--- src/rtl/mode_status_tx_if.sv ---
// Bus between the mode/time controllers, the UART RX byte stream and the UART TX FIFO
// as seen by the mode status reporter.
interface mode_status_tx_if;
  logic [7:0] pc_data;
  logic       pc_valid;
  logic [1:0] m_sel;
  logic       m_time;
  logic       tx_full;
  logic [7:0] tx_data;
  logic       tx_push;
  logic       busy;

  // master: the reporter itself; slave: the surrounding system (controllers, UART).
  modport master (
    input  pc_data, pc_valid, m_sel, m_time, tx_full,
    output tx_data, tx_push, busy
  );

  modport slave (
    output pc_data, pc_valid, m_sel, m_time, tx_full,
    input  tx_data, tx_push, busy
  );
endinterface

--- src/rtl/mode_status_tx.sv ---
// Sends "M<sel> T<time>\r\n" to the UART TX FIFO on a mode change or on a query byte
// from the PC; the message content is frozen when the message starts.
module mode_status_tx #(
  parameter logic [7:0] QUERY_CHAR  = 8'h3F,
  parameter bit         AUTO_REPORT = 1'b1
) (
  input  logic             clk,
  input  logic             rst,
  mode_status_tx_if.master bus
);

  typedef enum logic {IDLE, SEND} state_t;

  localparam logic [2:0] LAST_IDX = 3'd6;

  state_t     state, state_nxt;
  logic [2:0] idx, idx_nxt;
  logic [1:0] snap_sel, snap_sel_nxt;
  logic       snap_time, snap_time_nxt;
  logic [1:0] last_sel, last_sel_nxt;
  logic       last_time, last_time_nxt;
  logic       pending, pending_nxt;

  logic       query, change, trigger;
  logic       push;
  logic [7:0] data;

  function automatic logic [7:0] msg_byte(input logic [2:0] i,
                                          input logic [1:0] sel,
                                          input logic       tm);
    logic [7:0] b;
    case (i)
      3'd0:    b = 8'h4D;
      3'd1:    b = 8'h30 + {6'd0, sel};
      3'd2:    b = 8'h20;
      3'd3:    b = 8'h54;
      3'd4:    b = 8'h30 + {7'd0, tm};
      3'd5:    b = 8'h0D;
      default: b = 8'h0A;
    endcase
    return b;
  endfunction

  assign query   = bus.pc_valid && (bus.pc_data == QUERY_CHAR);
  assign change  = AUTO_REPORT && ({bus.m_sel, bus.m_time} != {last_sel, last_time});
  assign trigger = query || change;

  always_ff @(posedge clk or negedge rst) begin
    if (!rst) begin
      state     <= IDLE;
      idx       <= 3'd0;
      snap_sel  <= 2'b00;
      snap_time <= 1'b0;
      last_sel  <= 2'b00;
      last_time <= 1'b0;
      pending   <= 1'b0;
    end else begin
      state     <= state_nxt;
      idx       <= idx_nxt;
      snap_sel  <= snap_sel_nxt;
      snap_time <= snap_time_nxt;
      last_sel  <= last_sel_nxt;
      last_time <= last_time_nxt;
      pending   <= pending_nxt;
    end
  end

  always_comb begin
    state_nxt     = state;
    idx_nxt       = idx;
    snap_sel_nxt  = snap_sel;
    snap_time_nxt = snap_time;
    last_sel_nxt  = last_sel;
    last_time_nxt = last_time;
    pending_nxt   = pending;
    push          = 1'b0;
    data          = 8'h00;

    case (state)
      IDLE: begin
        // A trigger collapsed into pending during the previous message starts a new one here.
        if (trigger || pending) begin
          snap_sel_nxt  = bus.m_sel;
          snap_time_nxt = bus.m_time;
          last_sel_nxt  = bus.m_sel;
          last_time_nxt = bus.m_time;
          idx_nxt       = 3'd0;
          pending_nxt   = 1'b0;
          state_nxt     = SEND;
        end
      end
      SEND: begin
        data = msg_byte(idx, snap_sel, snap_time);
        push = !bus.tx_full;
        if (trigger) begin
          pending_nxt = 1'b1;
        end
        if (push) begin
          if (idx == LAST_IDX) begin
            state_nxt = IDLE;
          end else begin
            idx_nxt = idx + 3'd1;
          end
        end
      end
      default: begin
        state_nxt = IDLE;
      end
    endcase
  end

  assign bus.tx_push = push;
  assign bus.tx_data = data;
  assign bus.busy    = (state == SEND);

endmodule

--- src/flat_wrapper.sv ---
// flat-port wrapper written by rule: the top's interface ports become plain ports
module mode_status_tx_flat 
#(
  parameter logic [7:0] QUERY_CHAR  = 8'h3F,
  parameter bit         AUTO_REPORT = 1'b1
)
  (clk, rst, bus_pc_data, bus_pc_valid, bus_m_sel, bus_m_time, bus_tx_full, bus_tx_data, bus_tx_push, bus_busy);
  mode_status_tx_if bus_i ();
  input  logic clk;
  input  logic rst;
  input wire logic [$bits(bus_i.pc_data)-1:0] bus_pc_data;
  input wire logic [$bits(bus_i.pc_valid)-1:0] bus_pc_valid;
  input wire logic [$bits(bus_i.m_sel)-1:0] bus_m_sel;
  input wire logic [$bits(bus_i.m_time)-1:0] bus_m_time;
  input wire logic [$bits(bus_i.tx_full)-1:0] bus_tx_full;
  output wire logic [$bits(bus_i.tx_data)-1:0] bus_tx_data;
  output wire logic [$bits(bus_i.tx_push)-1:0] bus_tx_push;
  output wire logic [$bits(bus_i.busy)-1:0] bus_busy;
  assign bus_i.pc_data = bus_pc_data;
  assign bus_i.pc_valid = bus_pc_valid;
  assign bus_i.m_sel = bus_m_sel;
  assign bus_i.m_time = bus_m_time;
  assign bus_i.tx_full = bus_tx_full;
  assign bus_tx_data = bus_i.tx_data;
  assign bus_tx_push = bus_i.tx_push;
  assign bus_busy = bus_i.busy;
  mode_status_tx #(.QUERY_CHAR(QUERY_CHAR), .AUTO_REPORT(AUTO_REPORT)) u_core (.clk(clk), .rst(rst), .bus(bus_i));
endmodule
--- config.mk ---
export PLATFORM = sky130hd
export DESIGN_NAME = mode_status_tx_flat
export DESIGN_NICKNAME = d
export VERILOG_FILES = /design/src/rtl/mode_status_tx_if.sv /design/src/rtl/mode_status_tx.sv /design/src/flat_wrapper.sv
export SDC_FILE = /design/constraint.sdc
export NUM_CORES = 1
export LEC_CHECK = 0
export BUFFER_PORTS_ARGS = -buffer_cell sky130_fd_sc_hd__buf_4
export CELL_PAD_IN_SITES_DETAIL_PLACEMENT = 1
export CELL_PAD_IN_SITES_GLOBAL_PLACEMENT = 1
export CORE_MARGIN = 5
export CORE_UTILIZATION = 35
export DETAILED_ROUTE_END_ITERATION = 10
export PLACE_DENSITY = 0.81
export REMOVE_ABC_BUFFERS = 1
export SLEW_MARGIN = 20
export SYNTH_ARGS = -nofsm -noshare
export SYNTH_HDL_FRONTEND = slang
export SYNTH_SLANG_ARGS = --single-unit
--- constraint.sdc ---
create_clock -name clk -period 2.5 [get_ports clk]
set_input_delay 0.5 -clock clk [delete_from_list [all_inputs] [get_ports clk]]
set_output_delay 0.5 -clock clk [all_outputs]
set_load 0.05 [all_outputs]
==> impl_metrics.tcl <==
set metrics [dict create \
    status "complete, no violations" \
    dp_hpwl_um 1430 \
    portBuffers 23 \
    yosysSeqAreaShare 0.332 \
    yosys_most_used_dff "dfrtp_1" \
    cpMostUsedCell "nor2_1" \
    syn_inst 68 \
    viasPerCell 5.50 \
    coreArea_mm2 0.00169 \
    yosys_warnings 0 \
    synth_cell_types 30 \
    grt_pass1_vias 648 \
    grt_pass1_wl_um 2810 \
    vias 599 \
    post_cts_resized 0 \
    hp-class "in2async" \
    reg2reg_depth 4 \
    drt_iter0_markers 2 \
    antenna_found_initial 0 \
    clockBufferDepth 2 \
    drive_gt1_frac 0.337 \
    root_buffer "clkbuf_4" \
    crit_arrival_ns 1.83 \
    h-tree-depth 1 \
    grt_start_max_net_pins 11 \
    max_freq_mhz 429 \
    critical_path.startpoint_type "register" \
    cp-end-kind "output pin" \
    synthArstFlopShare 1.00 \
    setup_viol 0 \
    post-route-drc-count 0 \
    fin_crit_ns 2.33 \
    hold_violations 0 \
    yosys-top-cells-area "dfrtp_1, ha_1, a21oi_1, xor2_1, mux2_1" \
    rows 15 \
    synthToLayoutAreaGrowth_pct 34.0 \
    r2r_slack_ns 0.99 \
    synth_top_area_cell "dfrtp_1" \
    ys_seq_elements 8 \
    gp_congestion 0.698 \
    start_util 0.357 \
    period_share 0.932 \
    clock_latency_ns 0.25 \
    fin_nets 114 \
    cts_tree "done" \
    first_pass_iters 3 \
    cpMaxStageDelayCell "dfrtp_2" \
    crit_chain "inv_1 > ha_1 > nor2_1 > nor2_1 > a211oi_1 > buf_4" \
    finalClockSkew_ns 0.00381 \
    yosysTopAreaCellShare 0.332 \
    cap_viol_max_count 0 \
    syn_area_per_cell_um2 8.87 \
    post_cts_buffers 0 \
    wl_per_cell_um 15.3 \
    slowest_delay_ns 0.45 \
    numCtsBuffers 3 \
    drtAntennaViolNets 0 \
    critPathKind "reg2out" \
    rsz0062_at_grt "no" \
    fillers 204 \
    path_clk_slew_ns 0.06 \
    holdBufCountCts 0 \
    antenna_cells 0 \
    placed_area_um2 785 \
    die_w_um 51.5 \
    track_usage 0.141 \
    finalMaxSlewViolations 0 \
    netlist_top_cells_count "a21oi_1, dfrtp_1, nor2_1" \
    synth_edf_count 0 \
    synth_area_um2 603 \
    die-area_mm2 0.00265 \
    stdcell_area_um2 808 \
    r2r_end "u_core.snap_sel[0]" \
    cts_num_sinks 8 \
    dieHeight_um 51.5 \
    ios 25 \
    required_ns 2.00 \
    fin_setup_tns_ns 0 \
    wl_um 1670 \
    reg2reg_from "u_core.snap_sel[1]" \
    grt_overflow_total 0 \
    worst-path-max-fanout 10 \
]
[stage by stage]
| step | cells | hold slack [ns] | setup WS [ns] | utilization |
|---|---|---|---|---|
| final | 109 | 0.0556 | 0.169 | 0.479 |
| after global routing | 109 | 0.0577 | 0.0114 | 0.479 |
| after CTS | 109 | 0.0546 | 0.0384 | 0.478 |
| after detailed placement | 106 | 0.327 | 0.323 | 0.464 |
| after global placement | 106 | 0.324 | 0.429 | 0.464 |
| after floorplan | 66 | 0.204 | -0.284 | - |
[how the worst max path moves through the flow]
stage / endpoint / slack, ns / startpoint
after floorplan: bus_tx_data[3] / -0.28 / u_core.bus.busy
after global placement: bus_tx_data[3] / 0.43 / u_core.idx[2]
after detailed placement: bus_tx_data[3] / 0.32 / u_core.idx[2]
after CTS: bus_tx_data[3] / 0.04 / u_core.idx[2]
after global routing: bus_tx_data[3] / 0.01 / u_core.idx[2]
final: bus_tx_data[3] / 0.17 / u_core.idx[2]
[area by class of cell]
class | count | area, µm² | area share
clock buffers | 3 | 22.5 | 0.0279
well taps | 17 | 21.3 | 0.0263
repair buffers | 23 | 173 | 0.214
flip-flops and latches | 8 | 201 | 0.249
inverters | 6 | 22.5 | 0.0279
multi-input cells | 52 | 368 | 0.455
[worst max-delay path: cells and delay by family (launching register included)]
family,cells,cell delay [ns]
compound gates,1,0.24
fa+ha+maj,1,0.27
buf+inv,2,0.39
flops,1,0.45
simple gates,2,0.22
[metal layers]
layer	global-route usage	routed length, µm
met5	0	0
met3	0.0229	103
met4	0.0524	21
met2	0.271	912
met1	0.151	632
[cell families (layout without fill, tap and decap cells)]
| family | count (synthesis) | in the layout | share of synthesized area |
|---|---|---|---|
| xor+xnor | 3 | 3 | 0.0436 |
| fa+ha+maj | 5 | 5 | 0.104 |
| mux | 4 | 4 | 0.0726 |
| other cells | 1 | 1 | 0.00622 |
| flops | 8 | 8 | 0.332 |
| buf+inv | 8 | 32 | 0.0581 |
| simple gates | 20 | 20 | 0.189 |
| compound gates | 19 | 19 | 0.195 |
[registers in the layout, summed over array words and instances (netlist names)]
register,count
u_core.idx,3
u_core.snap_sel,2
u_core.snap_time,1
u_core.bus.busy,1
u_core.pending,1
[cells in the final DEF (no fill, tap or decap), types with 3 or more instances in the layout]
| cell | Yosys | layout |
|---|---|---|
| buf_4 | 1 | 23 |
| a21oi_1 | 8 | 8 |
| dfrtp_1 | 8 | 7 |
| nor2_1 | 6 | 6 |
| inv_1 | 5 | 5 |
| ha_1 | 5 | 5 |
| nand2_1 | 4 | 4 |
| nor3_1 | 4 | 4 |
| o21ai_0 | 3 | 3 |
| xor2_1 | 3 | 3 |
| clkbuf_4 | 0 | 3 |
Power is not shown: default switching activity piles up to over one toggle a cycle in this logic, so the estimate is an artifact.
